## src/rtl/thiele_coproc_arbiter.sv

```systemverilog
// Round-robin arbiter sharing one coprocessor channel between the logic-engine and
// Python-exec ports: one transaction in flight, per-transaction timeout, grant counters.
module thiele_coproc_arbiter #(
  parameter int unsigned TIMEOUT_CYCLES = 16,
  parameter logic [31:0] ERR_DATA       = 32'hDEADBEEF,
  parameter int unsigned CNT_W          = 16
) (
  input  logic             clk,
  input  logic             rst_n,
  input  logic             logic_req,
  input  logic [31:0]      logic_addr,
  output logic             logic_ack,
  output logic [31:0]      logic_data,
  input  logic             py_req,
  input  logic [31:0]      py_code_addr,
  output logic             py_ack,
  output logic [31:0]      py_result,
  output logic             cop_req,
  output logic             cop_sel,
  output logic [31:0]      cop_addr,
  input  logic             cop_ack,
  input  logic [31:0]      cop_data,
  output logic             busy,
  output logic             timeout_err,
  input  logic             err_clear,
  output logic [CNT_W-1:0] logic_grants,
  output logic [CNT_W-1:0] py_grants
);

  localparam int unsigned TMR_W = (TIMEOUT_CYCLES > 2) ? $clog2(TIMEOUT_CYCLES) : 1;
  localparam logic [TMR_W-1:0] TMR_LAST =
      (TIMEOUT_CYCLES == 0) ? '0 : TMR_W'(TIMEOUT_CYCLES - 1);
  localparam bit TMO_EN = (TIMEOUT_CYCLES != 0);

  typedef enum logic [1:0] {S_IDLE, S_WAIT, S_RESP, S_DRAIN} state_e;

  state_e             state_q, state_d;
  logic               last_sel_q, last_sel_d;
  logic [TMR_W-1:0]   timer_q, timer_d;
  logic               cop_req_q, cop_req_d;
  logic               cop_sel_q, cop_sel_d;
  logic [31:0]        cop_addr_q, cop_addr_d;
  logic               logic_ack_q, logic_ack_d;
  logic               py_ack_q, py_ack_d;
  logic [31:0]        logic_data_q, logic_data_d;
  logic [31:0]        py_result_q, py_result_d;
  logic               timeout_err_q, timeout_err_d;
  logic [CNT_W-1:0]   logic_grants_q, logic_grants_d;
  logic [CNT_W-1:0]   py_grants_q, py_grants_d;
  logic               rsp_valid;
  logic               tmo_hit;
  logic [31:0]        rsp_data;

  always_comb begin
    state_d        = state_q;
    last_sel_d     = last_sel_q;
    timer_d        = timer_q;
    cop_req_d      = cop_req_q;
    cop_sel_d      = cop_sel_q;
    cop_addr_d     = cop_addr_q;
    logic_ack_d    = 1'b0;
    py_ack_d       = 1'b0;
    logic_data_d   = logic_data_q;
    py_result_d    = py_result_q;
    logic_grants_d = logic_grants_q;
    py_grants_d    = py_grants_q;
    rsp_valid      = 1'b0;
    tmo_hit        = 1'b0;
    rsp_data       = '0;

    case (state_q)
      S_IDLE: begin
        if (logic_req || py_req) begin
          // On a tie the requester not served last wins
          cop_sel_d  = (logic_req && py_req) ? ~last_sel_q : py_req;
          cop_addr_d = cop_sel_d ? py_code_addr : logic_addr;
          cop_req_d  = 1'b1;
          timer_d    = '0;
          state_d    = S_WAIT;
        end
      end
      S_WAIT: begin
        if (cop_ack) begin
          rsp_valid = 1'b1;
          rsp_data  = cop_data;
        end else if (TMO_EN && timer_q == TMR_LAST) begin
          rsp_valid = 1'b1;
          rsp_data  = ERR_DATA;
          tmo_hit   = 1'b1;
        end else begin
          timer_d = timer_q + 1'b1;
        end
      end
      S_RESP: begin
        last_sel_d = cop_sel_q;
        if (cop_sel_q) begin
          if (py_grants_q != '1) py_grants_d = py_grants_q + 1'b1;
        end else begin
          if (logic_grants_q != '1) logic_grants_d = logic_grants_q + 1'b1;
        end
        state_d = S_DRAIN;
      end
      S_DRAIN: begin
        if (!(cop_sel_q ? py_req : logic_req)) state_d = S_IDLE;
      end
      default: state_d = S_IDLE;
    endcase

    if (rsp_valid) begin
      cop_req_d = 1'b0;
      state_d   = S_RESP;
      if (cop_sel_q) begin
        py_ack_d    = 1'b1;
        py_result_d = rsp_data;
      end else begin
        logic_ack_d  = 1'b1;
        logic_data_d = rsp_data;
      end
    end

    // A timeout in the same cycle as err_clear keeps the flag set
    timeout_err_d = (timeout_err_q & ~err_clear) | tmo_hit;
  end

  always_ff @(posedge clk or negedge rst_n) begin
    if (!rst_n) begin
      state_q        <= S_IDLE;
      last_sel_q     <= 1'b1;
      timer_q        <= '0;
      cop_req_q      <= 1'b0;
      cop_sel_q      <= 1'b0;
      cop_addr_q     <= '0;
      logic_ack_q    <= 1'b0;
      py_ack_q       <= 1'b0;
      logic_data_q   <= '0;
      py_result_q    <= '0;
      timeout_err_q  <= 1'b0;
      logic_grants_q <= '0;
      py_grants_q    <= '0;
    end else begin
      state_q        <= state_d;
      last_sel_q     <= last_sel_d;
      timer_q        <= timer_d;
      cop_req_q      <= cop_req_d;
      cop_sel_q      <= cop_sel_d;
      cop_addr_q     <= cop_addr_d;
      logic_ack_q    <= logic_ack_d;
      py_ack_q       <= py_ack_d;
      logic_data_q   <= logic_data_d;
      py_result_q    <= py_result_d;
      timeout_err_q  <= timeout_err_d;
      logic_grants_q <= logic_grants_d;
      py_grants_q    <= py_grants_d;
    end
  end

  assign logic_ack    = logic_ack_q;
  assign logic_data   = logic_data_q;
  assign py_ack       = py_ack_q;
  assign py_result    = py_result_q;
  assign cop_req      = cop_req_q;
  assign cop_sel      = cop_sel_q;
  assign cop_addr     = cop_addr_q;
  assign busy         = (state_q != S_IDLE);
  assign timeout_err  = timeout_err_q;
  assign logic_grants = logic_grants_q;
  assign py_grants    = py_grants_q;

endmodule

```

## config.mk

```make
export PLATFORM = sky130hd
export DESIGN_NAME = thiele_coproc_arbiter
export DESIGN_NICKNAME = d
export VERILOG_FILES = /design/src/rtl/thiele_coproc_arbiter.sv
export SDC_FILE = /design/constraint.sdc
export NUM_CORES = 1
export LEC_CHECK = 0
export ABC_AREA = 1
export ABC_CLOCK_PERIOD_IN_PS = 2000
export CAP_MARGIN = 20
export CORE_ASPECT_RATIO = 0.5
export CORE_UTILIZATION = 39
export CTS_CLUSTER_DIAMETER = 200
export DETAILED_ROUTE_END_ITERATION = 8
export PLACE_DENSITY = 0.72
export RECOVER_POWER = 50
export SLEW_MARGIN = 0
export SYNTH_ARGS = -nofsm -noshare
export SYNTH_HDL_FRONTEND = slang
export SYNTH_SLANG_ARGS = --single-unit
```

## constraint.sdc

```tcl
create_clock -name clk -period 2 [get_ports clk]
set_input_delay 0.3 -clock clk [delete_from_list [all_inputs] [get_ports clk]]
set_output_delay 0.3 -clock clk [all_outputs]
set_load 0.02 [all_outputs]
```

# Yosys cells after proc, flatten, opt, wreduce, memory -nomap -nowiden
# Index checks and enable logic that the tools add are counted.
[classes] n_mul=0 n_addsub=3 shift=0 div=0 mux=26 reduce_logical=16 magnitude_cmp=0 n_eq_ne=11 bitwise_logic=5
[ops] cell="two-way mux 32 bit" count=4
[ops] cell="adder 16 x 1 -> 16 bit (second input constant)" count=2
[ops] cell="!= test 16 bit (second input constant)" count=2
[ops] cell="two-way mux 1 bit" count=14
[ops] cell="two-way mux 4 bit" count=3
[ops] cell="AND reduction 3 bit" count=3
[ops] cell="case mux 4 bit (2 select lines)" count=1
[ops] cell="AND reduction 2 bit" count=4
[ops] cell="nonzero test 2 bit" count=4
[ops] cell="two-way mux 2 bit" count=3
[ops] cell="!= test 2 bit (second input constant)" count=3
[ops] cell="!= test 3 bit (second input constant)" count=2
[ops] cell="case mux 2 bit (3 select lines)" count=1
[ops] cell="adder 4 x 1 -> 4 bit (second input constant)" count=1
[ops] cell="== test 2 bit (second input constant)" count=2
[ops] cell="== test 4 bit (second input constant)" count=1
[ops] cell="AND reduction 4 bit" count=1
[ops] cell="nonzero test 4 bit" count=1
[ops] cell="inverter 1 bit" count=3
[ops] cell="== test 2 x 1 -> 1 bit (second input constant)" count=1
[ops] cell="zero test 2 bit" count=1
[ops] cell="AND 1 bit" count=1
[ops] cell="logical AND 1 bit" count=1
[ops] cell="logical OR 1 bit" count=1
[ops] cell="bitwise OR 1 bit" count=1
[totals] latchBits=0 mem_bits_rw=0 mem_bits_ro=0 input_bits=102 out_inout_bits=134 ff_bits=140 elab_cells=74 n_memories=0

# Longest topological paths before layout
# Gate-level depths: netlist of run 1.
[depth] ltp_word=6 ltp_mapped=10 ltp_nobuf=10

# Worst setup path after synthesis of run 1
# Ideal clock, no wire load.
[synth_path] kind="register -> register" start="register py_grants_q[0] (netlist: py_grants[0])" end="register py_grants_q[3] (netlist: py_grants[3])" t_arrival_ps=1578 setup_slack_ps=304 path_stages_with_launch=10 required_ps=1883 path_buffers=1 synth_period_minus_slack_ps=1696 setup_ps=117 cell_sequence="dfrtp_1 -> ha_1 -> nand3_2 -> inv_1 -> nand2_1 -> o21ai_4 -> nand2_2 -> buf_4 -> nand2_1 -> nand2_1"
[synth_via] elab_chain_cells=2 word_cells_on_any_way=3 classes_between="add/sub (1); eq/ne (1); reduce/logical (1)"
[synth_lines] element="start: declaration" line="49" source="logic [CNT_W-1:0] py_grants_q, py_grants_d;"
[synth_lines] element="start signal: assignment" line="153" source="py_grants_q <= py_grants_d;"
[synth_lines] element="parallel branches: the longest is 2 deep, another holds adder 16 x 1 -> 16 bit"
# Parallel ways; which one is timed is not known.
# A chain may end at the register's enable or synchronous reset.

# Final worst setup path of run 1
[layout_path] start="register state_q[1]" end="output busy"
[layout_via] elab_chain_cells=1
[layout_lines] element="start: declaration" line="37" source="state_e state_q, state_d;"
[layout_lines] element="start signal: assignment" line="141" source="state_q <= state_d;"
[layout_lines] element="nonzero test 2 bit" line="164" source="assign busy = (state_q != S_IDLE);"
[layout_lines] element="end: declaration" line="23" source="output logic busy,"
# No other way between the ends.

==> reports/metrics.json, run 1 <==
{
  "outcome": {"value": "finished clean"},
  "sinks_on_the_clock_net": {"value": 140},
  "grtUsageTotal": {"value": 0.223},
  "r2r_start": {"value": "timer_q[0]"},
  "final_net_count": {"value": 1144},
  "synth_fp_nets": {"value": 902},
  "grt-ovfl-total": {"value": 0},
  "timing_worst_setup_path_type": {"value": "flip-flop to primary output"},
  "finalCoreUtilization": {"value": 0.613},
  "cp_top_family": {"value": "buffers and inverters"},
  "final_max_slew_viol_count": {"value": 0},
  "placement_rows": {"value": 32},
  "unrepaired_setup_endpoints_after_global_routing": {"value": "no"},
  "timing.hold.worst.start": {"value": "err_clear"},
  "insertion_delay": {"value": 410, "unit": "ps"},
  "drc": {"value": 0},
  "wp_data_arrival": {"value": 1630, "unit": "ps"},
  "ir_worst_vdd": {"value": 0.000767, "unit": "V"},
  "met3_wirelength": {"value": 864, "unit": "µm"},
  "postSynthRegisterBits": {"value": 140},
  "drt_iter0_markers": {"value": 454},
  "clock_path_buffers": {"value": 2},
  "pwr_density_cell": {"value": 1440, "unit": "nW/µm²"},
  "chipHeight": {"value": 92.9, "unit": "µm"},
  "worstPathCellList": {"value": "nor2_1, inv_1, clkdlybuf4s50_1"},
  "clock_skew": {"value": 14.6, "unit": "ps"},
  "max_fclk": {"value": 0.519, "unit": "GHz"},
  "min_path_type": {"value": "input port to flip-flop"},
  "place.gp.congestion": {"value": 0.843},
  "worstSetupStartpoint": {"value": "state_q[1]"},
  "dieArea": {"value": 17100, "unit": "µm²"},
  "ctsRootBufferMaster": {"value": "sky130_fd_sc_hd__clkbuf_16"},
  "crit_path_max_incr_delay": {"value": 570, "unit": "ps"},
  "place_area": {"value": 9080, "unit": "µm²"},
  "grt_first_pass_wirelength": {"value": 30.0, "unit": "mm"},
  "die_width": {"value": 184, "unit": "µm"},
  "grt_max_degree": {"value": 50},
  "ys_top_cells_by_area": {"value": "sky130_fd_sc_hd__dfrtp_1, sky130_fd_sc_hd__nand2_1, sky130_fd_sc_hd__o21ai_0"},
  "max_cap_violations": {"value": 0},
  "portBuffers": {"value": 235},
  "critical_path_buf_inv_count": {"value": 2},
  "post_route_cells_drive_above_1_share": {"value": 0.0637},
  "hpwlAfterDp": {"value": 13.1, "unit": "mm"},
  "synth.cells.most_frequent": {"value": "sky130_fd_sc_hd__nand2_1, sky130_fd_sc_hd__dfrtp_1, sky130_fd_sc_hd__o21ai_0"},
  "crit_path_end_kind": {"value": "primary output"},
  "timing.critical_path.required": {"value": 1700, "unit": "ps"},
  "layout-area-overhead-vs-synth": {"value": 50.0, "unit": "%"},
  "synth_cell_types": {"value": 26},
  "detail_route.vias_per_cell": {"value": 4.85},
  "place_inst": {"value": 1240},
  "number_of_setup_buffers_added_after_cts": {"value": 0},
  "fin_area": {"value": 9660, "unit": "µm²"},
  "fin_setup_tns": {"value": 0, "unit": "ps"},
  "postRouteAntennaNets": {"value": 0},
  "diodes": {"value": 0},
  "design.core.area": {"value": 15800, "unit": "µm²"},
  "crit_path_start_kind": {"value": "flip-flop"},
  "finalCritPeriodShare": {"value": 0.964},
  "totalWireLength": {"value": 18.5, "unit": "mm"},
  "final_period_minus_worst_setup_slack": {"value": 1930, "unit": "ps"},
  "tritoncts.num_buffers": {"value": 17},
  "synth_enable_flop_cells": {"value": 0},
  "postSynth.asyncResetShare": {"value": 1.00},
  "vias": {"value": 6174},
  "postSynthCellCount": {"value": 797},
  "ys_seq_area_frac": {"value": 0.544},
  "synthMostInstantiatedCell": {"value": "sky130_fd_sc_hd__nand2_1"},
  "h_tree_depth": {"value": 4},
  "clk_pin_slew_worst_paths": {"value": 60, "unit": "ps"},
  "grt_antenna_before_repair": {"value": 0},
  "vias_in_the_first_global_route": {"value": 6031},
  "share_of_yosys_cell_area_claimed_by_the_top_area_cell_type": {"value": 0.540},
  "slew_at_the_pin_closest_to_its_max_slew_limit": {"value": 1170, "unit": "ps"},
  "instances_no_fill": {"value": 1272},
  "mappedNetlistArea": {"value": 6440, "unit": "µm²"},
  "synth_ff_type": {"value": "sky130_fd_sc_hd__dfrtp_1"},
  "critical-path-slowest-cell": {"value": "sky130_fd_sc_hd__clkdlybuf4s50_1"},
  "synthesis.area_per_instance": {"value": 8.08, "unit": "µm²"},
  "num_io_pins": {"value": 236},
  "synth-warning-count": {"value": 0},
  "routed.top_layer": {"value": "met4"},
  "wl_per_cell": {"value": 14.5, "unit": "µm"},
  "synth_top_area_cell": {"value": "sky130_fd_sc_hd__dfrtp_1"},
  "report.final.hold_viol_count": {"value": 0},
  "detailedRoute.firstPassIterationCount": {"value": 4},
  "met2WireLength": {"value": 9.02, "unit": "mm"},
  "final_setup_violating_endpoints": {"value": 0},
  "timing.slew.headroom": {"value": 0.220},
  "path_max_fanout": {"value": 4},
  "power.leakage": {"value": 4.43, "unit": "nW"},
  "tritoncts": {"value": "done"},
  "initial_core_util": {"value": 0.408},
  "wl_met1": {"value": 8.24, "unit": "mm"}
}
-- repair_timing --
action / 4_1_cts / 5_1_grt
hold endpoints to repair: 40 / 0
gates resized for setup: 0 / 1
hold buffers: 1 / 0
endpoints found under the setup margin: 0 / 9
-- state kept, by name, summed over array words and instances (netlist names), 2 cells and up --
register / count
py_result: 32
logic_data: 32
state_q: 2
cop_addr: 32
logic_grants: 16
timer_q: 4
py_grants: 16
-- worst paths after layout --
check / cells after the start / endpoint / slack (ps)
max in group asynchronous: 3 / timer_q[1] / 330
hold reg to reg: 2 / logic_data[12] / 470
setup / recovery: 3 / busy / 70
min in group asynchronous: 2 / logic_data[20] / 670
setup reg to reg: 8 / logic_data[5] / 180
hold / removal: 2 / timeout_err / 460
-- cell type report --
| class | count | area (µm²) |
|---|---|---|
| fill | 1371 | 6110 |
| sequential | 140 | 3500 |
| multi-input combinational | 583 | 2610 |
| timing repair buffer | 256 | 2510 |
| clock buffer | 19 | 443 |
| tap | 221 | 277 |
| clock inverter | 12 | 164 |
| inverter | 41 | 154 |
-- report_power, final --
group | internal [mW] | leakage [nW] | switching, mW
Combinational | 2.60 | 2.37 | 3.34
Clock | 2.01 | 0.294 | 1.27
Sequential | 3.96 | 1.77 | 0.751
Total | 8.57 | 4.43 | 5.36
-- layer usage --
metal / GRT usage / vias up
met4: 0.0778 / 0
met1: 0.282 / 2931
li1: - / 3056
met5: 0 / -
met2: 0.387 / 166
met3: 0.0385 / 21
-- kinds of logic after synthesis --
group | share of synthesized area
AO/OA/AOI/OAI | 0.120
XOR/XNOR | 0.0218
adder cells (fa/ha/maj) | 0.00583
buffers and inverters | 0.0501
flip-flops | 0.544
AND/OR/NAND/NOR | 0.258
-- worst reg2reg max path, delay by kind of cell (launching register included) --
kind            cells  cell delay, ps
fa+ha+maj           1             200
compound gates      1             210
buf+inv             1             370
simple gates        5             570
flops               1             400
-- cells in the final DEF (no fill, tap or decap), types with 6 or more instances in the layout --
cell type	instances
sky130_fd_sc_hd__buf_4	11
sky130_fd_sc_hd__nor2_1	69
sky130_fd_sc_hd__inv_1	36
sky130_fd_sc_hd__clkdlybuf4s50_1	212
sky130_fd_sc_hd__nand4_1	11
sky130_fd_sc_hd__o21ai_0	137
sky130_fd_sc_hd__xnor2_1	11
sky130_fd_sc_hd__clkbuf_2	6
sky130_fd_sc_hd__clkbuf_16	17
sky130_fd_sc_hd__nand2_1	290
sky130_fd_sc_hd__o21ai_1	6
sky130_fd_sc_hd__dlygate4sd3_1	23
sky130_fd_sc_hd__dfrtp_1	139
sky130_fd_sc_hd__nand3_1	36
-- stage by stage --
| stage | worst slack, ps | power (mW) | hold WS (ps) |
|---|---|---|---|
| after floorplan | 304 | 7.72 | 4.41 |
| after global placement | 187 | 10.7 | 260 |
| after detailed placement | 153 | 10.8 | 260 |
| after CTS | 36.9 | 14.2 | 410 |
| after global routing | 24.5 | 14.8 | 462 |
| final | 71.8 | 13.9 | 456 |
(Power assumes the default switching activity.)
==> inputs of run 2 (changes only) <==
ABC_CLOCK_PERIOD_IN_PS = 1700   (was 2000)
PLACE_DENSITY = 0.74   (was 0.72)
clock period = 1.7 ns   (was 2 ns; I/O delays follow)
==> reports/metrics.json, run 2 (synthesis gave the netlist of run 1 again) <==
{
  "vias": {"value": 6228, "change": "was 6174"},
  "final_period_minus_worst_setup_slack": {"value": 1660, "unit": "ps"},
  "r2r_slack": {"value": 150, "unit": "ps", "change": "was 180 ps"},
  "finalCritPeriodShare": {"value": 0.975},
  "post_route_cells_drive_above_1_share": {"value": 0.0774, "change": "was 0.0637"},
  "crit_path_end": {"value": "cop_addr[2]", "change": "was busy"},
  "crit_path_max_incr_delay": {"value": 630, "unit": "ps", "change": "was 570 ps"},
  "critical-path-slowest-cell": {"value": "sky130_fd_sc_hd__clkdlybuf4s50_1", "change": "unchanged"},
  "clock_path_buffers": {"value": 2, "change": "unchanged"},
  "initial_core_util": {"value": 0.408, "change": "unchanged"},
  "final_net_count": {"value": 1152, "change": "was 1144"},
  "max_cap_violations": {"value": 0, "change": "unchanged"},
  "switching_share": {"value": 0.394, "change": "was 0.385"},
  "unrepaired_setup_endpoints_after_global_routing": {"value": "yes", "change": "was no"},
  "power.leakage": {"value": 4.56, "unit": "nW", "change": "was 4.43 nW"},
  "insertion_delay": {"value": 410, "unit": "ps", "change": "about the same"},
  "report.final.hold_viol_count": {"value": 0, "change": "unchanged"},
  "drt_iter0_markers": {"value": 378, "change": "was 454"},
  "grt_first_pass_wirelength": {"value": 30.4, "unit": "mm", "change": "was 30.0 mm"},
  "portBuffers": {"value": 235, "change": "unchanged"},
  "clock_power_share": {"value": 0.215, "change": "was 0.235"},
  "final_common_cell": {"value": "sky130_fd_sc_hd__nand2_1", "change": "unchanged"},
  "timing.hold.worst.start": {"value": "cop_data[20]", "change": "was err_clear"},
  "detail_route.vias_per_cell": {"value": 4.86, "change": "was 4.85"},
  "seq_power_share": {"value": 0.341, "change": "was 0.338"},
  "grt_max_degree": {"value": 56, "change": "was 50"},
  "final_setup_violating_endpoints": {"value": 0, "change": "unchanged"},
  "place.gp.congestion": {"value": 0.876, "change": "was 0.843"},
  "clock_skew": {"value": 12.1, "unit": "ps", "change": "was 14.6 ps"},
  "design.core.area": {"value": 15800, "unit": "µm²", "change": "unchanged"},
  "crit-reg2reg-capture": {"value": "py_result[12]", "change": "was logic_data[5]"},
  "timing.slew.headroom": {"value": 0.367, "change": "was 0.220"},
  "p_int": {"value": 9.82, "unit": "mW", "change": "was 8.57 mW"},
  "grt-ovfl-total": {"value": 0, "change": "unchanged"},
  "final_max_slew_viol_count": {"value": 0, "change": "unchanged"},
  "crit_path_end_kind": {"value": "primary output", "change": "unchanged"},
  "worst-r2r-cell-count": {"value": 8, "change": "unchanged"},
  "detailedRoute.firstPassIterationCount": {"value": 4, "change": "unchanged"},
  "max_fclk": {"value": 0.603, "unit": "GHz"},
  "num_io_pins": {"value": 236, "change": "unchanged"},
  "path_max_fanout": {"value": 2, "change": "was 4"},
  "h_tree_depth": {"value": 4, "change": "unchanged"},
  "totalWireLength": {"value": 18.3, "unit": "mm", "change": "was 18.5 mm"},
  "vias_in_the_first_global_route": {"value": 6109, "change": "was 6031"},
  "post-route-worst-setup-slack": {"value": 42.5, "unit": "ps", "change": "was 71.8 ps"},
  "number_of_setup_buffers_added_after_cts": {"value": 0, "change": "unchanged"},
  "place_area": {"value": 9190, "unit": "µm²", "change": "was 9080 µm²"},
  "ctsRootBufferMaster": {"value": "sky130_fd_sc_hd__clkbuf_16", "change": "unchanged"},
  "grt_antenna_before_repair": {"value": 0, "change": "unchanged"},
  "worstPathCellList": {"value": "clkdlybuf4s50_1", "change": "was nor2_1, inv_1, clkdlybuf4s50_1"},
  "timing.critical_path.required": {"value": 1440, "unit": "ps", "change": "was 1700 ps"},
  "slew_at_the_pin_closest_to_its_max_slew_limit": {"value": 950, "unit": "ps", "change": "was 1170 ps"},
  "postRouteAntennaNets": {"value": 0, "change": "unchanged"},
  "sinks_on_the_clock_net": {"value": 140, "change": "unchanged"},
  "die_width": {"value": 184, "unit": "µm", "change": "unchanged"},
  "placement_rows": {"value": 32, "change": "unchanged"},
  "min_path_type": {"value": "input port to flip-flop", "change": "unchanged"},
  "combinationalPowerShare": {"value": 0.445, "change": "was 0.427"},
  "critical_path_stages": {"value": 1, "change": "was 3"},
  "layout_common_cells": {"value": "sky130_fd_sc_hd__nand2_1, sky130_fd_sc_hd__clkdlybuf4s50_1, sky130_fd_sc_hd__dfrtp_1, sky130_fd_sc_hd__o21ai_0, sky130_fd_sc_hd__nor2_1", "change": "unchanged"},
  "clk_pin_slew_worst_paths": {"value": 60, "unit": "ps", "change": "about the same"},
  "r2r_start": {"value": "timer_q[0]", "change": "unchanged"},
  "whs": {"value": 432, "unit": "ps", "change": "was 456 ps"},
  "diodes": {"value": 0, "change": "unchanged"},
  "place_worst_setup_slack": {"value": -54.2, "unit": "ps", "change": "was 153 ps"},
  "power.net_switching": {"value": 6.40, "unit": "mW", "change": "was 5.36 mW"},
  "dieArea": {"value": 17100, "unit": "µm²", "change": "unchanged"},
  "ir_worst_vdd": {"value": 0.000802, "unit": "V", "change": "was 0.000767 V"},
  "critical_path_buf_inv_count": {"value": 1, "change": "was 2"},
  "tritoncts": {"value": "done", "change": "unchanged"},
  "fin_area": {"value": 9700, "unit": "µm²", "change": "was 9660 µm²"},
  "timing_worst_setup_path_type": {"value": "flip-flop to primary output", "change": "unchanged"},
  "drc": {"value": 0, "change": "unchanged"},
  "place_inst": {"value": 1248, "change": "was 1240"},
  "wl_per_cell": {"value": 14.3, "unit": "µm", "change": "was 14.5 µm"},
  "tritoncts.num_buffers": {"value": 17, "change": "unchanged"},
  "wp_data_arrival": {"value": 1400, "unit": "ps", "change": "was 1630 ps"},
  "outcome": {"value": "finished clean", "change": "unchanged"},
  "instances_no_fill": {"value": 1281, "change": "was 1272"},
  "worstSetupStartpoint": {"value": "cop_addr[2]", "change": "was state_q[1]"},
  "pwr_density_cell": {"value": 1670, "unit": "nW/µm²", "change": "was 1440 nW/µm²"},
  "grtUsageTotal": {"value": 0.225, "change": "was 0.223"},
  "crit_path_start_kind": {"value": "flip-flop", "change": "unchanged"},
  "hpwlAfterDp": {"value": 13.3, "unit": "mm", "change": "was 13.1 mm"},
  "cp_top_family": {"value": "buffers and inverters", "change": "unchanged"},
  "chipHeight": {"value": 92.9, "unit": "µm", "change": "unchanged"},
  "layout-area-overhead-vs-synth": {"value": 50.6, "unit": "%", "change": "was 50.0%"},
  "totalPowerFinal": {"value": 16.2, "unit": "mW", "change": "was 13.9 mW"}
}
run 2: final cells by class:
cell class                      count  area, µm²
Clock buffer                       19        453
Timing Repair Buffer              264       2570
Fill cell                        1398       6080
Sequential cell                   140       3510
Inverter                           41        161
Clock inverter                     13        106
Multi-Input combinational cell    583       2630
Tap cell                          221        277
run 2: layer usage:
layer / vias up / routed length (µm) / GRT usage
met5: - / 0 / 0
met4: 0 / 406 / 0.0764
met3: 31 / 936 / 0.0389
met2: 185 / 9000 / 0.388
met1: 2946 / 7970 / 0.288
li1: 3066 / - / -
run 2: power groups by stage:
stage,Sequential (mW),Combinational [mW],Clock (mW)
2_1_floorplan,6.95,2.13,0
3_3_place_gp,5.52,7.22,0
3_5_place_dp,5.55,7.37,0
4_1_cts,5.51,7.34,3.55
5_1_grt,5.68,7.90,3.71
6_report,5.52,7.21,3.48
run 2: worst min-delay path by stage:
stage                                end  depth (start not counted)
after global placement    logic_data[23]                          1
final                      py_result[20]                          3
after floorplan              cop_addr[0]                          0
after detailed placement  logic_data[28]                          1
after CTS                 logic_data[28]                          2
after global routing         timeout_err                          2
run 2: worst register-to-register path, delay by kind of cell, from the launching register on:
kind | cells | cell delay, ps
AND/OR/NAND/NOR | 5 | 570
flip-flops | 1 | 390
adder cells (fa/ha/maj) | 1 | 210
buffers and inverters | 1 | 210
AO/OA/AOI/OAI | 1 | 120
run 2: timing repair:
item                                   4_1_cts  5_1_grt
endpoints found under the hold margin       35        0
setup endpoints to repair                   37       59
gates resized for setup                     36       14
hold buffers                                 1        0
run 2: metrics by stage:
step | setup TNS [ps] | utilization
finish | 0 | 0.615
CTS | 0 | 0.616
global route | -7.94 | 0.615
global placement | -3.33 | 0.583
detailed placement | -452 | 0.583
floorplan | 0 | -
